`src/rtl/fifo_pkg.sv`:
```
// fifo_pkg: shared helpers for the parametrised synchronous FIFO.
//   cnt_width(depth)            - width of an occupancy counter that can hold 0..depth
//   is_pow2(v)                  - true when v is a power of two and at least 2
//   levels_ok(depth, af, ae)    - true when both threshold levels are in range
// The predicates are evaluated at elaboration time by fifo_sync_param.
package fifo_pkg;

  function automatic int cnt_width(input int depth);
    return $clog2(depth) + 32'sd1;
  endfunction

  function automatic bit is_pow2(input int v);
    return (v >= 32'sd2) && ((v & (v - 32'sd1)) == 32'sd0);
  endfunction

  function automatic bit levels_ok(input int depth, input int af, input int ae);
    return (af >= 32'sd1) && (af <= depth) && (ae >= 32'sd0) && (ae <= depth - 32'sd1);
  endfunction

endpackage

```
`src/rtl/fifo_mem_dp.sv`:
```
// fifo_mem_dp: DEPTH x DATA_WIDTH storage array for the FIFO.
//   clock    - write clock
//   wr_en    - write enable, sampled on posedge
//   wr_addr  - write address
//   wr_data  - write data
//   rd_addr  - read address
//   rd_data  - asynchronous read data at rd_addr
// Contents are deliberately not reset.
module fifo_mem_dp #(
  parameter int DATA_WIDTH = 8,
  parameter int DEPTH      = 16,
  localparam int AW        = $clog2(DEPTH)
) (
  input  logic                  clock,
  input  logic                  wr_en,
  input  logic [AW-1:0]         wr_addr,
  input  logic [DATA_WIDTH-1:0] wr_data,
  input  logic [AW-1:0]         rd_addr,
  output logic [DATA_WIDTH-1:0] rd_data
);

  logic [DATA_WIDTH-1:0] mem_r [DEPTH];

  // Synchronous write port
  always_ff @(posedge clock) begin
    if (wr_en) begin
      mem_r[wr_addr] <= wr_data;
    end
  end

  assign rd_data = mem_r[rd_addr];

endmodule

```
`src/rtl/fifo_sync_param.sv`:
```
// fifo_sync_param: parametrised single-clock FIFO with optional FWFT read mode.
//   clock, reset_n         - clock (posedge) and asynchronous active-low reset
//   write_n, data_in       - active-low write request and write data
//   read_n                 - active-low read request (pop/acknowledge in FWFT mode)
//   data_out, data_valid   - read data and its qualifier
//   count                  - occupancy 0..DEPTH
//   full, empty            - count==DEPTH / count==0
//   almost_full/empty      - count >= AF_LEVEL / count <= AE_LEVEL
//   over_flow, under_flow  - one-cycle pulses after a rejected write / read
module fifo_sync_param
  import fifo_pkg::*;
#(
  parameter int DATA_WIDTH = 8,
  parameter int DEPTH      = 16,
  parameter int AF_LEVEL   = DEPTH - 32'sd2,
  parameter int AE_LEVEL   = 2,
  parameter int FWFT       = 0
) (
  input  logic                        clock,
  input  logic                        reset_n,
  input  logic                        write_n,
  input  logic [DATA_WIDTH-1:0]       data_in,
  input  logic                        read_n,
  output logic [DATA_WIDTH-1:0]       data_out,
  output logic                        data_valid,
  output logic [cnt_width(DEPTH)-1:0] count,
  output logic                        full,
  output logic                        empty,
  output logic                        almost_full,
  output logic                        almost_empty,
  output logic                        over_flow,
  output logic                        under_flow
);

  localparam int AW = $clog2(DEPTH);
  localparam int CW = cnt_width(DEPTH);

  localparam logic [AW-1:0] PTR_ONE  = AW'(1);
  localparam logic [CW-1:0] CNT_ONE  = CW'(1);
  localparam logic [CW-1:0] CNT_ZERO = CW'(0);
  localparam logic [CW-1:0] CNT_FULL = CW'(DEPTH);
  localparam logic [CW-1:0] CNT_AF   = CW'(AF_LEVEL);
  localparam logic [CW-1:0] CNT_AE   = CW'(AE_LEVEL);

  if (!is_pow2(DEPTH)) begin : g_bad_depth
    $fatal(1, "fifo_sync_param: DEPTH must be a power of two and at least 2");
  end
  if (!levels_ok(DEPTH, AF_LEVEL, AE_LEVEL)) begin : g_bad_levels
    $fatal(1, "fifo_sync_param: AF_LEVEL must be 1..DEPTH and AE_LEVEL 0..DEPTH-1");
  end

  logic [AW-1:0]         wr_ptr_r;
  logic [AW-1:0]         rd_ptr_r;
  logic [CW-1:0]         count_r;
  logic                  over_flow_r;
  logic                  under_flow_r;
  logic                  full_s;
  logic                  empty_s;
  logic                  rd_acc_s;
  logic                  wr_acc_s;
  logic [DATA_WIDTH-1:0] mem_rd_s;

  // Pointers cannot tell full from empty after a wrap, so both come from count.
  assign full_s   = (count_r == CNT_FULL);
  assign empty_s  = (count_r == CNT_ZERO);
  assign rd_acc_s = !read_n && !empty_s;
  // A full FIFO can still take a write when a read frees a slot on the same edge.
  assign wr_acc_s = !write_n && (!full_s || rd_acc_s);

  fifo_mem_dp #(
    .DATA_WIDTH (DATA_WIDTH),
    .DEPTH      (DEPTH)
  ) u_mem (
    .clock   (clock),
    .wr_en   (wr_acc_s),
    .wr_addr (wr_ptr_r),
    .wr_data (data_in),
    .rd_addr (rd_ptr_r),
    .rd_data (mem_rd_s)
  );

  // Pointer and occupancy bookkeeping
  always_ff @(posedge clock or negedge reset_n) begin
    if (!reset_n) begin
      wr_ptr_r <= {AW{1'b0}};
      rd_ptr_r <= {AW{1'b0}};
      count_r  <= CNT_ZERO;
    end else begin
      if (wr_acc_s) begin
        wr_ptr_r <= wr_ptr_r + PTR_ONE;
      end
      if (rd_acc_s) begin
        rd_ptr_r <= rd_ptr_r + PTR_ONE;
      end
      case ({wr_acc_s, rd_acc_s})
        2'b10:   count_r <= count_r + CNT_ONE;
        2'b01:   count_r <= count_r - CNT_ONE;
        default: count_r <= count_r;
      endcase
    end
  end

  // Error pulses for the cycle following a rejected request
  always_ff @(posedge clock or negedge reset_n) begin
    if (!reset_n) begin
      over_flow_r  <= 1'b0;
      under_flow_r <= 1'b0;
    end else begin
      over_flow_r  <= !write_n && !wr_acc_s;
      under_flow_r <= !read_n && !rd_acc_s;
    end
  end

  if (FWFT != 0) begin : g_fwft
    // Head entry is presented continuously; read_n only pops it.
    assign data_out   = mem_rd_s;
    assign data_valid = !empty_s;
  end else begin : g_registered
    logic [DATA_WIDTH-1:0] data_out_r;
    logic                  data_valid_r;

    // Registered read: capture head on an accepted read, otherwise hold
    always_ff @(posedge clock or negedge reset_n) begin
      if (!reset_n) begin
        data_out_r   <= {DATA_WIDTH{1'b0}};
        data_valid_r <= 1'b0;
      end else if (rd_acc_s) begin
        data_out_r   <= mem_rd_s;
        data_valid_r <= 1'b1;
      end else begin
        data_valid_r <= 1'b0;
      end
    end

    assign data_out   = data_out_r;
    assign data_valid = data_valid_r;
  end

  assign count        = count_r;
  assign full         = full_s;
  assign empty        = empty_s;
  assign almost_full  = (count_r >= CNT_AF);
  assign almost_empty = (count_r <= CNT_AE);
  assign over_flow    = over_flow_r;
  assign under_flow   = under_flow_r;

endmodule

```
`config.mk`:
```
export PLATFORM = sky130hd
export DESIGN_NAME = fifo_sync_param
export DESIGN_NICKNAME = d
export VERILOG_FILES = /design/src/rtl/fifo_pkg.sv /design/src/rtl/fifo_mem_dp.sv /design/src/rtl/fifo_sync_param.sv
export SDC_FILE = /design/constraint.sdc
export NUM_CORES = 1
export LEC_CHECK = 0
export ABC_AREA = 1
export ABC_CLOCK_PERIOD_IN_PS = 4100
export CAP_MARGIN = 0
export CORE_MARGIN = 3
export CORE_UTILIZATION = 65
export DETAILED_ROUTE_END_ITERATION = 12
export HOLD_SLACK_MARGIN = 0.06
export PLACE_DENSITY = 0.94
export SLEW_MARGIN = 20
export SYNTH_ARGS = -nofsm -noshare
export SYNTH_HDL_FRONTEND = slang
export SYNTH_HIERARCHICAL = 1
export SYNTH_SLANG_ARGS = --single-unit
```
`constraint.sdc`:
```
create_clock -name clock -period 4.1 [get_ports clock]
set_input_delay 0.615 -clock clock [delete_from_list [all_inputs] [get_ports clock]]
set_output_delay 0.615 -clock clock [all_outputs]
set_load 0.005 [all_outputs]
```
Word level (Yosys, flattened, before mapping)
Memory sizes are Yosys's and may differ from the RTL's. A register that Yosys moved wholly into a read port is not among the register bits.
Index checks and enable logic that the tools add are counted.
Widths: inputs -> output; s select.
{"block": "word_totals", "register_bits": 16, "mem_bits_rw": 128, "input_bits": 12, "output_inout_bits": 20, "word_cells": 34, "n_memories": 1}
{"name": "u_mem.mem_r", "depth": 16, "width": 8, "read_ports": 1, "rd_clocked_by_memory_dff": 1, "wr": 1, "line": "fifo_mem_dp.sv:22", "source": "logic [DATA_WIDTH-1:0] mem_r [DEPTH];"}
{"block": "op_classes", "add_sub_neg": 4, "magnitude_cmp": 2, "eq_ne": 3, "n_mux": 4, "n_reduce_logical": 14}
{"operator": "$pmux 5 s2", "count": 1}
{"operator": "$add 4x1->4 const B", "count": 2}
{"operator": "$logic_not 1->1", "count": 7}
{"operator": "$add 5x1->5 const B", "count": 1}
{"operator": "$eq 5x5->1 const B", "count": 1}
{"operator": "$ge 5x4->1 const B", "count": 1}
{"operator": "$le 5x2->1 const B", "count": 1}
{"operator": "$logic_not 5->1", "count": 1}
{"operator": "$sub 5x1->5 const B", "count": 1}
{"operator": "$logic_and 1x1->1", "count": 4}
{"operator": "$mux 1", "count": 3}
{"operator": "$eq 2x1->1 const B", "count": 1}
{"operator": "$eq 2x2->1 const B", "count": 1}
{"operator": "$reduce_bool 2->1", "count": 1}
{"operator": "$logic_or 1x1->1", "count": 1}

Depth between registers and ports, before layout
{"block": "logic_depth", "depth_word": 7, "ltp_mapped": 16, "mapped_depth_nobuf": 15}

Hierarchy
Netlist, hierarchy kept.
{"mod": "fifo_mem_dp", "n_inst": 1, "cells_each": 543, "area_per_inst_um2": 5606.6, "seq_area_each_um2": 3843.7}
{"mod": "fifo_sync_param", "n_inst": 1, "cells_each": 144, "area_per_inst_um2": 1244.9, "seq_area_each_um2": 600.6}

Worst setup path after synthesis
Ideal clock, no wire load.
{"block": "synth_path", "path_type": "register to register", "from": "reg count_r[0] (netlist: count[0])", "to": "reg count_r[4] (netlist: count[4])", "setup_ns": 0.117, "arrival_time_ns": 2.012, "t_required_ns": 3.983, "path_slack_ns": 1.971, "stages_incl_launch_ff": 13, "n_path_buf": 1, "period_less_slack_ns": 2.129, "cell_sequence": "dfrtp_1 nor2_4 nand3_4 nand2_4 inv_4 buf_6 ha_1 ha_1 or2_2 nand3_1 nand2_1 nand2_1 nand2_1"}
{"block": "synth_between", "elab_chain_len": 7, "word_cells_on_any_way": 13, "classes_between": "2 x add/sub; 3 x eq/ne; 1 x mux; 7 x reduce/logical"}
{"item": "from (decl)", "line": "fifo_sync_param.sv:54", "source": "logic [CW-1:0] count_r;"}
{"item": "from (signal assigned)", "line": "fifo_sync_param.sv:96", "source": "2'b10: count_r <= count_r + CNT_ONE;"}
{"item": "from (signal assigned)", "line": "fifo_sync_param.sv:97", "source": "2'b01: count_r <= count_r - CNT_ONE;"}
{"item": "from (signal assigned)", "line": "fifo_sync_param.sv:98", "source": "default: count_r <= count_r;"}
{"item": "$logic_not 5->1 (*)", "line": "fifo_sync_param.sv:65", "source": "assign empty_s = (count_r == CNT_ZERO);"}
{"item": "$logic_not 1->1 (*)", "line": "fifo_sync_param.sv:66", "source": "assign rd_acc_s = !read_n && !empty_s;"}
{"item": "$logic_and 1x1->1 (*)", "line": "fifo_sync_param.sv:66"}
{"item": "via rd_acc_s", "line": "fifo_sync_param.sv:59", "source": "logic rd_acc_s;"}
{"item": "$logic_or 1x1->1", "line": "fifo_sync_param.sv:68", "source": "assign wr_acc_s = !write_n && (!full_s || rd_acc_s);"}
{"item": "$logic_and 1x1->1", "line": "fifo_sync_param.sv:68"}
{"item": "$eq 2x1->1 / $eq 2x2->1 (equally long branches)", "line": "fifo_sync_param.sv:95", "source": "case ({wr_acc_s, rd_acc_s})"}
{"item": "$pmux 5 s2 / $reduce_bool 2->1 (equally long branches)"}
The timed path passes the listed nets; every way through them passes the cells marked *.
A chain may end at the register's enable or synchronous reset.

Worst setup path in the final report
{"block": "layout_path", "from": "reg count_r[3] (netlist: count[3])", "to": "out almost_empty"}
{"block": "layout_between", "elab_chain_len": 1}
{"item": "$le 5x2->1", "line": "fifo_sync_param.sv:143", "source": "assign almost_empty = (count_r <= CNT_AE);"}
{"item": "to (decl)", "line": "fifo_sync_param.sv:30", "source": "output logic almost_empty,"}
No other way between the ends.

==> metrics.md <==
| Metric | Value |
|---|---|
| Outcome | `finished, final reports clean` |
| Worst-path maximum fanout | `5` |
| CTS H-tree depth | `4` |
| Inserted Clock Buffers | `17` |
| Setup ws final | `around 1.5 ns` |
| Type of the worst min-delay path | `primary input to asynchronous set/reset pin` |
| Initial antenna violation count | `0` |
| CTS Sinks | `between 150 and 200` |
| Multi-input gate area | `approximately 1800 sq um` |
| Max_cap viols | `0` |
| Synth Instances | `~700` |
| CP peak stage delay | `around 0.56 ns` |
| CTS Hold Bufs | `0` |
| Post-Place Setup Slack | `1.25 ns` |
| Worst path arrival time | `a little under 2 ns` |
| Final Hold Vio Count | `0` |
| Leakage power | `about 3.4 nW` |
| WHS | `about 0.063 ns` |
| Pwr/cell area | `about 700 nW/um^2` |
| Core Region | `between 9000 and 10000 sq um` |
| Period utilization | `a little under two thirds` |
| Vias per cell | `between 5 and 6` |
| Full die area | `~12000 sq um` |
| Max Slew Vio Count | `0` |
| Asr flop ratio synth | `15.8%` |
| Final nets | `731` |
| Initial DRC Count | `around 610` |
| CP cell instances | `nor2_4 -> nand2_1 -> a21oi_1 -> clkdlybuf4s50_1` |
| CP Class | `flop to output port` |
| First-pass GRT wire length | `approximately 26000 microns` |
| Filler cell count in the final layout | `just under 600` |
| Worst Tran Pin Value | `around 1.1 ns` |
| Register area share after synthesis | `around 65%` |
| RSZ-0062 raised after global routing | `no` |
| Biggest area consumer among synthesized cells | `edfxtp_1` |
| Root Buffer | `clkbuf_8` |
| Drt drc | `0` |
| Mapped Nets | `around 710` |
| CTS tree | `done` |
| Antenna-violating nets left | `0` |
| N_diodes | `0` |
| Drt first pass iters | `7` |
| Worst Skew | `roughly 0.0062 ns` |
| Initial Utilization | `68.5%` |
| Port Buffers | `31` |
| Yosys reg bits | `roughly 150` |
| Crit start category | `flop` |
| Crit path capture type | `output port` |
| Netlist cell types | `28` |
| Most frequent cell after synthesis | `nand2_1` |
| EDFF count, synth | `128` |
| Setup Viol. Count Final | `0` |
| Grt ovf | `0` |
| Most frequent cells after synthesis | `233 x nand2_1, 128 x edfxtp_1, 113 x inv_1` |
| Slew Limit Headroom | `29.7%` |
| Via count of the routed design | `just over 5k` |
| Syn Area/Cell | `9.97 sq um` |
| WP data required | `about 3.5 ns` |
| Area fraction of the dominant cell type after synthesis | `between 50 and 60%` |
| Share of cells above drive strength 1 | `approximately 6.2%` |
| Clk buf depth | `2` |
| Fmax | `~0.38 GHz` |
| Max IR drop VDD | `around 570 uV` |
| CTS resizes | `0` |
| Area delta synth->final | `12.8%` |
| Total wire length | `around 16000 microns` |
| Final TNS setup | `0 ns` |
| Gr usage total | `approximately 30%` |
| Synth Flop Type | `edfxtp_1` |
| Worst-path clk slew | `roughly 0.07 ns` |
| Routed wire length per instance | `19.2 microns` |
| Worst Reg-to-Reg Cells | `14` |
| Rows | `36` |
| Synthesized area | `roughly 6900 sq um` |
| Register area | `4450 sq um` |
| Largest cells by area after synthesis | `edfxtp_1 56%, nand2_1 13%, dfrtp_1 8.8%` |
| Ys Warns | `6` |
| Clk_lat worst skew | `0.53 ns` |
| # IOs | `32` |
| Period minus WS final | `roughly 2.6 ns` |
| Largest net degree at the start of global routing | `between 60 and 70` |
| Routability cong. | `0.945` |
| DP Wirelength | `9680 microns` |
| Slowest cell on crit path | `clkdlybuf4s50_1` |
| # Post-CTS Setup Buffers | `0` |
| Die X | `around 110 microns` |
| Number of global-route vias before repair | `approximately 5.0k` |
| Die height | `around 110 microns` |
final timing paths:
kind	start	end	slack [ns]
worst min-delay path	reset_n	data_out[6]$_DFFE_PN0P_	0.06
worst min register to register	data_out[6]$_DFFE_PN0P_	data_out[6]$_DFFE_PN0P_	0.51
min in group clock	data_out[6]$_DFFE_PN0P_	data_out[6]$_DFFE_PN0P_	0.51
max in group asynchronous	reset_n	rd_ptr_r[0]$_DFFE_PN0P_	3.64
worst max register to register	count[0]$_DFFE_PN0P_	count[4]$_DFFE_PN0P_	1.67
worst max-delay path	count[3]$_DFFE_PN0P_	almost_empty	1.50
per-layer routing:
metal	GRT usage (%)	vias to the layer above	routed length, microns
met1	37.0	2385	6000
li1	-	2245	-
met4	13.4	0	646
met3	7.40	79	1610
met2	49.6	356	8240
met5	0	-	0
power breakdown:
group	switching (W)	total (W)	internal (W)
combinational	0.00119	0.00181	0.000616
sequential	0.000218	0.00211	0.00189
clock	0.000650	0.00153	0.000878
total	0.00206	0.00544	0.00338
state kept, by name, indices dropped and copies added (netlist names):
| signal | cells |
|---|---|
| u_mem/mem_r | 128 |
| count | 5 |
| under_flow | 1 |
| rd_ptr_r | 4 |
| data_out | 8 |
| data_valid | 1 |
| over_flow | 1 |
| wr_ptr_r | 4 |
critical path, delay by kind of cell (launching register included):
kind / cells / cell delay, ns
flops: 1 / 0.46
buf+inv: 1 / 0.56
simple gates: 2 / 0.28
compound gates: 1 / 0.16
final cells by class:
type / instances / share of cell area [%]
Sequential cell: 152 / 57.5
Multi-Input combinational cell: 391 / 22.9
Timing Repair Buffer: 33 / 4.15
Clock buffer: 17 / 5.36
Tap cell: 133 / 2.15
Clock inverter: 15 / 2.14
Inverter: 117 / 5.72
kinds of logic after synthesis:
logic type	Yosys count	synth area share, %
fa+ha+maj	7	1.39
flops	152	64.9
simple gates	373	23.4
buf+inv	144	9.26
xor+xnor	5	0.639
compound gates	6	0.438
through the flow:
stage / total power (W) / util [%] / area [sq um] / std cells
CTS: 0.00538 / 77.3 / 7730 / 858
finish: 0.00544 / 77.3 / 7730 / 858
global placement: 0.00375 / 71.5 / 7150 / 826
global route: 0.00569 / 77.3 / 7730 / 858
floorplan: 0.00331 / - / 6850 / 687
detailed placement: 0.00383 / 71.5 / 7150 / 826
cells in the final DEF (no fill, tap or decap), types with 2 or more instances in the layout:
cell type        synthesis  routed
xor2_1                   2       2
inv_6                    0       4
clkbuf_16                0      16
a21oi_1                  2       2
bufinv_16                0       2
dfrtp_1                 24      23
xnor2_1                  3       3
inv_2                    3       3
nand4_1                  2       2
edfxtp_1               128     128
buf_4                    4       2
nor2_1                  20      20
clkinv_1                 0       2
clkinv_4                 0       5
nor2_4                   2       2
o21ai_0                  3       3
nand3b_1                 4       4
nand3_1                107     107
inv_1                  113     113
ha_1                     6       6
nand2_1                233     233
clkdlybuf4s50_1          0      30
No activity file was read; power rests on OpenSTA's default activity.
